### config.mk
export PLATFORM = sky130hd
export DESIGN_NAME = gray_step_counter_flat
export DESIGN_NICKNAME = d
export VERILOG_FILES = /design/src/rtl/gray_step_counter_pkg.sv /design/src/rtl/gray_step_counter_if.sv /design/src/rtl/gray_step_counter_debouncer.sv /design/src/rtl/gray_step_counter.sv /design/src/flat_wrapper.sv
export SDC_FILE = /design/constraint.sdc
export NUM_CORES = 1
export LEC_CHECK = 0
export ABC_AREA = 0
export CAP_MARGIN = 40
export CORE_MARGIN = 3
export CORE_UTILIZATION = 53
export CTS_CLUSTER_DIAMETER = 200
export DETAILED_ROUTE_END_ITERATION = 10
export GPL_ROUTABILITY_DRIVEN = 1
export PLACE_DENSITY = 0.84
export SETUP_SLACK_MARGIN = 0.2
export SYNTH_ARGS = -nofsm -noshare
export SYNTH_HDL_FRONTEND = slang
export SYNTH_SLANG_ARGS = --single-unit
### constraint.sdc
create_clock -name clock -period 2 [get_ports clock]
set_input_delay 0.2 -clock clock [delete_from_list [all_inputs] [get_ports clock]]
set_output_delay 0.2 -clock clock [all_outputs]
set_load 0.02 [all_outputs]
### src/rtl/gray_step_counter_pkg.sv
// rtl/gray_step_counter_pkg.sv - shared types and helpers for the Gray step counter
//
// Purpose: default counter width, debouncer state encoding and the
//          binary-to-Gray conversion used by gray_step_counter.
// Ports:   none (package).
package gray_pkg;

  localparam int DEFAULT_WIDTH = 8;

  typedef enum logic [1:0] {
    STABLE_LO,
    CNT_HI,
    STABLE_HI,
    CNT_LO
  } deb_state_t;

  // Callers cast the result down to their own width; upper bits fall away.
  function automatic logic [31:0] bin2gray(input logic [31:0] bin);
    return bin ^ (bin >> 1);
  endfunction

endpackage

### src/rtl/gray_step_counter_if.sv
// rtl/gray_step_counter_if.sv - control and result bundle of the Gray step counter
//
// Purpose: groups the user controls and the count outputs of gray_step_counter.
// Signals: btn_step  raw step button (1 = pressed)
//          dir       count direction (1 = up, 0 = down)
//          auto_en   enable periodic self-advance
//          clear     hold the count at zero
//          gray_out  Gray code of bin_out
//          bin_out   binary count
//          step_pulse one-cycle strobe per count change
//          wrap      one-cycle strobe when a step wraps the count
// Modports: master drives the controls, slave (the counter) drives the results.
interface gray_step_counter_if
  import gray_pkg::*;
#(
  parameter int WIDTH = DEFAULT_WIDTH
);
  logic             btn_step;
  logic             dir;
  logic             auto_en;
  logic             clear;
  logic [WIDTH-1:0] gray_out;
  logic [WIDTH-1:0] bin_out;
  logic             step_pulse;
  logic             wrap;

  modport master (
    output btn_step, dir, auto_en, clear,
    input  gray_out, bin_out, step_pulse, wrap
  );

  modport slave (
    input  btn_step, dir, auto_en, clear,
    output gray_out, bin_out, step_pulse, wrap
  );
endinterface

### src/rtl/gray_step_counter_debouncer.sv
// rtl/gray_step_counter_debouncer.sv - button synchronizer, debouncer and press detector
//
// Purpose: brings a raw bouncing button into the clock domain, accepts a level
//          change only after DEBOUNCE_CYCLES consecutive differing samples and
//          flags each accepted press with a one-cycle event.
// Ports:   clock     system clock
//          reset     asynchronous active-low reset
//          raw       raw button input
//          level     debounced button level
//          rise_evt  one-cycle strobe after the debounced level rises
module button_debouncer
  import gray_pkg::*;
#(
  parameter int DEBOUNCE_CYCLES = 500000
) (
  input  logic clock,
  input  logic reset,
  input  logic raw,
  output logic level,
  output logic rise_evt
);

  localparam int CW = (DEBOUNCE_CYCLES > 2) ? $clog2(DEBOUNCE_CYCLES) : 1;
  localparam logic [CW-1:0] CNT_LAST = CW'(DEBOUNCE_CYCLES - 1);

  logic          sync1;
  logic          sync2;
  logic          level_prev;
  deb_state_t    state;
  deb_state_t    state_d;
  logic [CW-1:0] cnt;
  logic [CW-1:0] cnt_d;

  assign level = (state == STABLE_HI) || (state == CNT_LO);

  always_ff @(posedge clock or negedge reset) begin
    if (!reset) begin
      sync1      <= 1'b0;
      sync2      <= 1'b0;
      state      <= STABLE_LO;
      cnt        <= '0;
      level_prev <= 1'b0;
      rise_evt   <= 1'b0;
    end else begin
      sync1      <= raw;
      sync2      <= sync1;
      state      <= state_d;
      cnt        <= cnt_d;
      level_prev <= level;
      rise_evt   <= level & ~level_prev;
    end
  end

  // The counter holds the number of consecutive samples that differed from
  // the debounced level; the first differing sample already counts as one.
  always_comb begin
    state_d = state;
    cnt_d   = '0;
    case (state)
      STABLE_LO: begin
        if (sync2) begin
          state_d = CNT_HI;
          cnt_d   = CW'(1);
        end
      end
      CNT_HI: begin
        if (!sync2)               state_d = STABLE_LO;
        else if (cnt == CNT_LAST) state_d = STABLE_HI;
        else                      cnt_d   = cnt + 1'b1;
      end
      STABLE_HI: begin
        if (!sync2) begin
          state_d = CNT_LO;
          cnt_d   = CW'(1);
        end
      end
      CNT_LO: begin
        if (sync2)                state_d = STABLE_HI;
        else if (cnt == CNT_LAST) state_d = STABLE_LO;
        else                      cnt_d   = cnt + 1'b1;
      end
      default: state_d = STABLE_LO;
    endcase
  end

endmodule

### src/rtl/gray_step_counter.sv
// rtl/gray_step_counter.sv - debounced / auto-advancing up-down counter with Gray output
//
// Purpose: steps a WIDTH-bit binary count on each debounced button press or
//          prescaled auto tick, and presents it registered in binary and Gray.
// Ports:   clock  system clock
//          reset  asynchronous active-low reset
//          bus    gray_step_counter_if.slave: btn_step, dir, auto_en, clear in;
//                 gray_out, bin_out, step_pulse, wrap out
module gray_step_counter
  import gray_pkg::*;
#(
  parameter int WIDTH           = DEFAULT_WIDTH,
  parameter int DEBOUNCE_CYCLES = 500000,
  parameter int AUTO_DIV        = 50000000
) (
  input  logic                 clock,
  input  logic                 reset,
  gray_step_counter_if.slave   bus
);

  localparam int PW = $clog2(AUTO_DIV);
  localparam logic [PW-1:0] PRESC_LAST = PW'(AUTO_DIV - 1);

  logic             dir_s1, dir_s2;
  logic             auto_s1, auto_s2;
  logic             clr_s1, clr_s2;
  logic [PW-1:0]    presc;
  logic [WIDTH-1:0] bin_q;
  logic [WIDTH-1:0] gray_q;
  logic             step_q;
  logic             wrap_q;
  logic             btn_level;
  logic             btn_evt;
  logic             tick;
  logic             step_req;
  logic [WIDTH-1:0] bin_next;
  logic             wrap_next;

  button_debouncer #(
    .DEBOUNCE_CYCLES(DEBOUNCE_CYCLES)
  ) u_debouncer (
    .clock   (clock),
    .reset   (reset),
    .raw     (bus.btn_step),
    .level   (btn_level),
    .rise_evt(btn_evt)
  );

  assign tick      = auto_s2 && !clr_s2 && (presc == PRESC_LAST);
  // A press is honoured only while the debounced level is still high.
  assign step_req  = (btn_evt && btn_level) || tick;
  assign bin_next  = dir_s2 ? bin_q + 1'b1 : bin_q - 1'b1;
  assign wrap_next = dir_s2 ? (&bin_q) : ~(|bin_q);

  always_ff @(posedge clock or negedge reset) begin
    if (!reset) begin
      dir_s1  <= 1'b0;
      dir_s2  <= 1'b0;
      auto_s1 <= 1'b0;
      auto_s2 <= 1'b0;
      clr_s1  <= 1'b0;
      clr_s2  <= 1'b0;
      presc   <= '0;
      bin_q   <= '0;
      gray_q  <= '0;
      step_q  <= 1'b0;
      wrap_q  <= 1'b0;
    end else begin
      dir_s1  <= bus.dir;
      dir_s2  <= dir_s1;
      auto_s1 <= bus.auto_en;
      auto_s2 <= auto_s1;
      clr_s1  <= bus.clear;
      clr_s2  <= clr_s1;

      if (!auto_s2 || clr_s2 || presc == PRESC_LAST) presc <= '0;
      else                                           presc <= presc + 1'b1;

      // Clear wins over any step and never raises a strobe.
      if (clr_s2) begin
        bin_q  <= '0;
        gray_q <= '0;
        step_q <= 1'b0;
        wrap_q <= 1'b0;
      end else if (step_req) begin
        bin_q  <= bin_next;
        gray_q <= WIDTH'(bin2gray(32'(bin_next)));
        step_q <= 1'b1;
        wrap_q <= wrap_next;
      end else begin
        step_q <= 1'b0;
        wrap_q <= 1'b0;
      end
    end
  end

  assign bus.bin_out    = bin_q;
  assign bus.gray_out   = gray_q;
  assign bus.step_pulse = step_q;
  assign bus.wrap       = wrap_q;

endmodule

### src/flat_wrapper.sv
// flat-port wrapper written by rule: the top's interface ports become plain ports
module gray_step_counter_flat import gray_pkg::*;
#(
  parameter int WIDTH           = DEFAULT_WIDTH,
  parameter int DEBOUNCE_CYCLES = 500000,
  parameter int AUTO_DIV        = 50000000
)
  (clock, reset, bus_btn_step, bus_dir, bus_auto_en, bus_clear, bus_gray_out, bus_bin_out, bus_step_pulse, bus_wrap);
  gray_step_counter_if #(.WIDTH(WIDTH)) bus_i ();
  input  logic clock;
  input  logic reset;
  input wire logic [$bits(bus_i.btn_step)-1:0] bus_btn_step;
  input wire logic [$bits(bus_i.dir)-1:0] bus_dir;
  input wire logic [$bits(bus_i.auto_en)-1:0] bus_auto_en;
  input wire logic [$bits(bus_i.clear)-1:0] bus_clear;
  output wire logic [$bits(bus_i.gray_out)-1:0] bus_gray_out;
  output wire logic [$bits(bus_i.bin_out)-1:0] bus_bin_out;
  output wire logic [$bits(bus_i.step_pulse)-1:0] bus_step_pulse;
  output wire logic [$bits(bus_i.wrap)-1:0] bus_wrap;
  assign bus_i.btn_step = bus_btn_step;
  assign bus_i.dir = bus_dir;
  assign bus_i.auto_en = bus_auto_en;
  assign bus_i.clear = bus_clear;
  assign bus_gray_out = bus_i.gray_out;
  assign bus_bin_out = bus_i.bin_out;
  assign bus_step_pulse = bus_i.step_pulse;
  assign bus_wrap = bus_i.wrap;
  gray_step_counter #(.WIDTH(WIDTH), .DEBOUNCE_CYCLES(DEBOUNCE_CYCLES), .AUTO_DIV(AUTO_DIV)) u_core (.clock(clock), .reset(reset), .bus(bus_i));
endmodule
## Word-level counts from Yosys, hierarchy flattened

Index checks and enable logic that the tools add are counted.

| storage, ports and cells | value |
|---|---|
| register bits | 75 |
| input bits | 6 |
| output and inout bits | 18 |
| word-level logic and storage cells | 72 |

| cells by class | value |
|---|---|
| add/sub/neg operators | 4 |
| equality and inequality tests | 9 |
| muxes and demuxes | 24 |
| bitwise gates (word level) | 4 |
| reductions and logical operators | 14 |

Operators with widths:

| kind | count |
|---|---|
| $pmux 19 s4 | 1 |
| $mux 19 | 3 |
| $mux 8 | 5 |
| $add 26x1->26 const B | 1 |
| $eq 26x26->1 const B | 1 |
| $mux 26 | 1 |
| $add 19x1->19 const B | 1 |
| $eq 19x19->1 const B | 1 |
| $mux 2 | 6 |
| $add 8x1->8 const B | 1 |
| $pmux 2 s4 | 1 |
| $reduce_and 8->1 | 1 |
| $reduce_or 8->1 | 1 |
| $sub 8x1->8 const B | 1 |
| $xor 8x7->8 | 1 |
| $mux 1 | 7 |
| $eq 2x2->1 const B | 2 |
| $logic_or 1x1->1 | 4 |
| $ne 2x2->1 const B | 2 |
| $reduce_and 4->1 | 1 |
| $logic_and 1x1->1 | 3 |
| $ne 3x2->1 const B | 1 |
| $ne 3x3->1 const B | 1 |
| $eq 2x1->1 const B | 1 |
| other kinds (5) | 7 |

## Longest topological paths before layout

| logic depth | value |
|---|---|
| word-level depth | 6 |
| mapped depth | 8 |
| depth with buffers taken out | 7 |

## Cells and area by module

From an unflattened synthesis, not the netlist that was laid out.

| unflattened totals | value |
|---|---|
| cell total of the unflattened synthesis | 368 |
| area, all modules | 3,726.1 µm² |

Modules (own cells, without submodules):

| module | times used | cells an instance | area an instance (µm²) | sequential area each (µm²) |
|---|---|---|---|---|
| gray_step_counter | 1 | 255 | 2,578.7 | 1,226.2 |
| button_debouncer | 1 | 113 | 1,147.4 | 625.6 |

## Worst setup path before layout

Ideal clock, no wire load.

| path | value |
|---|---|
| path kind | reg2reg |
| start | register u_core.bin_q[0], in the netlist u_core.bus.bin_out[0] |
| end | register u_core.gray_q[6], in the netlist u_core.bus.gray_out[6] |
| setup time | 0.099 ns |
| data arrival time | 2.129 ns |
| required time | 1.901 ns |
| slack | -0.228 ns |
| stages on the path, launching flop included | 8 |
| path buffers | 0 |
| period minus slack after synthesis | 2.228 ns |
| cell sequence | dfrtp_1 -> inv_1 -> fa_1 -> nor2b_1 -> o31a_1 -> o211ai_1 -> or3_1 -> a311oi_1 |

| on the way | value |
|---|---|
| cells in the longest elaborated chain, start to end | 5 |
| elaborated cells between the ends (all ways) | 6 |
| those cells by class | add/sub: 2; mux: 3; bitwise: 1 |

Ends and longest elaborated chain:

| what | line | RTL |
|---|---|---|
| start: declaration | gray_step_counter.sv:28 | `logic [WIDTH-1:0] bin_q;` |
| start signal: assignment | gray_step_counter.sv:86 | `bin_q <= bin_next;` |
| $sub 8x1->8 / $add 8x1->8 (equally long branches) | gray_step_counter.sv:52 | `assign bin_next = dir_s2 ? bin_q + 1'b1 : bin_q - 1'b1;` |
| $mux 8 (*) | gray_step_counter.sv:52 |  |
| $xor 8x7->8 (*) | gray_step_counter_pkg.sv:19 | `return bin ^ (bin >> 1);` |
| $mux 8 (*) | gray_step_counter.sv:85 | `end else if (step_req) begin` |
| $mux 8 (*) | gray_step_counter.sv:80 | `if (clr_s2) begin` |
| end signal: assignment | gray_step_counter.sv:87 | `gray_q <= WIDTH'(bin2gray(32'(bin_next)));` |
| end: declaration | gray_step_counter.sv:29 | `logic [WIDTH-1:0] gray_q;` |

Every way passes the cells marked *; elsewhere a longest branch is shown, timed or not. The select of a mux whose other input is x is not followed.
A chain may end at the register's enable or synchronous reset.

## Worst setup path in the final report

| path | value |
|---|---|
| start | register u_core.dir_s2 |
| end | register u_core.gray_q[6], in the netlist u_core.bus.gray_out[6] |

| on the way | value |
|---|---|
| cells in the longest elaborated chain, start to end | 4 |

Ends and longest elaborated chain:

| what | line | RTL |
|---|---|---|
| start: declaration | gray_step_counter.sv:24 | `logic dir_s1, dir_s2;` |
| start signal: assignment | gray_step_counter.sv:70 | `dir_s2 <= dir_s1;` |
| $mux 8 | gray_step_counter.sv:52 |  |
| $xor 8x7->8 | gray_step_counter_pkg.sv:19 |  |
| $mux 8 | gray_step_counter.sv:85 |  |
| $mux 8 | gray_step_counter.sv:80 |  |

No other way between the ends. The select of a mux whose other input is x is not followed.

==> parameters.txt <==
Parameter                              Value

Outcome
  Result of the run    finished with violations
  Violations in the final reports    setup timing

Critical path
  Kind of cell adding the most delay to the critical path    compound AO/OA/AOI/OAI gates
  Worst Path Class, Setup    reg2reg
  Largest fanout on the critical path    7
  Critical path's slowest cell    sky130_fd_sc_hd__dfrtp_1
  Worst path max stage delay    390 ps
  CP endpoint kind    flop
  Arrival time reported for the critical path endpoint    2380 ps
  Crit path buffers/inverters    1
  WP data required    2250 ps
  Launching element type of the critical path    flop
  Critical-path cell list    inv_4, ha_4, nand3_2, o2111a_1, o21a_1, or3_1, a311oi_1

Placement
  Placer Congestion    0.8508
  Total half-perimeter wirelength after legalization and detailed placement    5.492 mm
  Placed cells    499
  Worst setup timing slack at the placement stage    -107.2 ps
  Quantity of I/O buffers inserted on ports    23

Synthesis
  Combinational family with the most area after synthesis    simple AND/OR/NAND/NOR gates
  Register area share after synthesis    49.76%
  Cell area after synthesis    0.003721 mm2
  Number of instances in the synthesized netlist    370
  Main synth FF type    sky130_fd_sc_hd__dfrtp_1
  Mux contribution to synthesized area    0.3026%
  Synth Area in Adders    3.228%
  Fraction of synthesized cell area in xor and xnor cells    12.24%
  Number of synthesized flops with an enable pin    0
  Synth Area per Inst    10.06 um2
  Fraction of the mapped netlist area in compound gates    7.532%
  Post-synthesis share of cell area spent on and, or, nand and nor gates    23.74%
  Async SR Flop Fraction    100.0%
  Flop and latch count out of synthesis    74
  Synth warnings    0
  Post-synth top area cell    sky130_fd_sc_hd__dfrtp_1
  Mapped Nets    385
  Cell types with the largest area share after synthesis    sky130_fd_sc_hd__dfrtp_1 (50%), sky130_fd_sc_hd__xor2_1 (7.3%), sky130_fd_sc_hd__nor2_1 (5.6%)
  Number of different library cells in the post-synthesis netlist    52
  Fraction of post-synthesis cell area in the top cell type by area    49.76%

GRT
  Global-route wire length before repair    13.57 mm
  Maximum number of pins on one net before global-route repair    56
  Overall routing resource usage    20.82%
  Grt ovf    0
  Number of global-route vias before repair    2925
  Number of antenna violations at the first check in global routing    0

STA
  Number of endpoints with negative hold slack in the final report    0
  Time the worst path needs with I/O delays and setup    2122 ps
  Least-Margin Pin Slew    571.5 ps
  Setup repair after global routing missed its margin    yes
  Normalized max-slew margin    61.90%
  Final setup margin    -121.5 ps
  Clk_skew    12.76 ps
  Count of final max-slew check failures    0
  Fin Hold WS    282.5 ps
  Fmax    471.4 MHz
  Final number of setup-violating endpoints    3
  Final period util    106.1%

Clock tree
  Number of buffers created by CTS    9
  Worst skew pair latency    360 ps
  Number of H-tree levels    3
  Clock Path Buffers    2
  Clock tree from TritonCTS    built
  Clock-pin slew reported for the worst setup and hold paths after clock tree synthesis    80 ps
  Clk sink count    74
  Buffer cell driving the clock tree root    sky130_fd_sc_hd__clkbuf_8

Power
  Final total power    2.917 mW
  Leakage power total    1.963 nW
  Portion of total power attributed to the clock network    41.6%
  Power Density    606.8 mW/mm2
  Combinational Power Share    6.3%
  P_int    2.241 mW
  Fraction of power spent switching nets    23.18%
  P_sw    676.2 uW
  Relative contribution of sequential cells to total power    52.1%
  Largest voltage drop on the vdd net    390.1 uV

Routing
  Routed wire per std cell    15.27 um
  Post-Route WL    8.048 mm
  DRC violation count after routing    0
  Drt first-iter violations    198
  Ratio of routed vias to standard cells    5.548
  Vias    2924
  Iteration count of the initial detailed-routing pass    4
  Antenna Violating Nets Remaining    0

Finish
  Share of the core filled with cells in the final layout    73.19%
  Layout cell share with drive strength beyond 1    24.88%
  Post-layout nets    444
  Filler-free cell count of the finished design    527
  Number of inserted diodes    0
  Area growth from synthesis to final layout    29.19%

Die
  Boundary Pins    24
  Site row count    29
  Die Y    89.79 um
  Die width    89.79 um
  Area of the die    0.008062 mm2
  Starting utilization of the core area    56.66%
  CORE AREA    0.006568 mm2

Hold path
  Worst hold-check path type    in2reg

Flow run
  Maximum capacitance violations    0
[stage by stage]
step                area, um2  TNS [ps]
global route             4807    -409.9
floorplan                3819    -4.424
detailed placement       4299    -146.4
CTS                      4679    -123.5
finish                   4807    -132.7
global placement         4299         0
[synth_stat cells, drive strengths merged (7+ instances only)]
cell type / instances
buf: 11
nand3: 28
ha: 8
nor2: 57
a21oi: 11
xnor2: 21
dfrtp: 74
and4: 7
a211oi: 8
nor3: 20
nand2: 20
o21ai: 8
nand4: 11
inv: 8
and3: 7
xor2: 31
[final timing paths]
path                       slack, ps  cells past startpoint                      from                         end
max in group asynchronous       1020                      3                     reset       u_core.bus.bin_out[0]
max                             -120                      7             u_core.dir_s2      u_core.bus.gray_out[6]
min in group asynchronous        320                      2                     reset  u_core.u_debouncer.cnt[18]
min                              280                      1              bus_btn_step    u_core.u_debouncer.sync1
min reg2reg                      360                      0  u_core.u_debouncer.sync1    u_core.u_debouncer.sync2
max reg2reg                     -120                      7             u_core.dir_s2      u_core.bus.gray_out[6]
[final cells by class]
class / count / area (um2)
multi-input cells: 274 / 2017
flip-flops and latches: 74 / 1856
fillers: 432 / 1760
repair buffers: 62 / 573.1
clock buffers: 11 / 151.4
well taps: 93 / 116.4
clock inverters: 5 / 61.31
inverters: 8 / 32.53
[power by group through the flow]
stage / combinational (mW) / clock (mW) / sequential [mW]
2_1_floorplan: 0.0811 / 0 / 1.55
3_3_place_gp: 0.151 / 0 / 1.55
3_5_place_dp: 0.157 / 0 / 1.55
4_1_cts: 0.171 / 1.23 / 1.52
5_1_grt: 0.202 / 1.31 / 1.52
6_report: 0.184 / 1.21 / 1.52
[cells by family after synthesis]
| logic type | count (synthesis) |
|---|---|
| AND/OR/NAND/NOR | 172 |
| flip-flops | 74 |
| XOR/XNOR | 52 |
| AO/OA/AOI/OAI | 40 |
| buffers and inverters | 22 |
| adder cells (fa/ha/maj) | 9 |
| multiplexers | 1 |
[cell usage in the layout (no fill, tap or decap), types with 9 or more instances in the layout]
cell / instances
sky130_fd_sc_hd__a21oi_1: 9
sky130_fd_sc_hd__buf_4: 31
sky130_fd_sc_hd__clkbuf_8: 11
sky130_fd_sc_hd__clkdlybuf4s50_1: 22
sky130_fd_sc_hd__dfrtp_1: 71
sky130_fd_sc_hd__nand2_1: 18
sky130_fd_sc_hd__nand3_1: 26
sky130_fd_sc_hd__nand4_1: 10
sky130_fd_sc_hd__nor2_1: 51
sky130_fd_sc_hd__nor3_1: 17
sky130_fd_sc_hd__xnor2_1: 19
sky130_fd_sc_hd__xor2_1: 30
[state kept, by name, summed over array words and instances (netlist names), 7 cells and up, named ones only]
name,count
u_core.bus.bin_out,7
u_core.bus.gray_out,8
u_core.presc,26
u_core.u_debouncer.cnt,19
[worst reg2reg max path: stages (launching register included)]
cell,delay [ps]
sky130_fd_sc_hd__dfrtp_1,390
sky130_fd_sc_hd__inv_4,110
sky130_fd_sc_hd__ha_4,300
sky130_fd_sc_hd__nand3_2,110
sky130_fd_sc_hd__o2111a_1,290
sky130_fd_sc_hd__o21a_1,200
sky130_fd_sc_hd__or3_1,350
sky130_fd_sc_hd__a311oi_1,280
[metal layers]
metal | track usage, % | part of all wire [%] | vias to the layer above
met4 | 7.791 | 2.0 | 0
met2 | 34.09 | 50 | 65
met1 | 27.42 | 45 | 1433
met5 | 0 | 0 | -
li1 | - | - | 1408
met3 | 4.424 | 3.8 | 18
[repair_timing]
action                     CTS  global route
hold buffers                 1             0
setup buffers                3             8
pin swaps                   20             5
setup endpoints to repair   14            58
resized for setup           23            18
hold endpoints to repair    19             0
No activity file was read; power rests on OpenSTA's default activity.
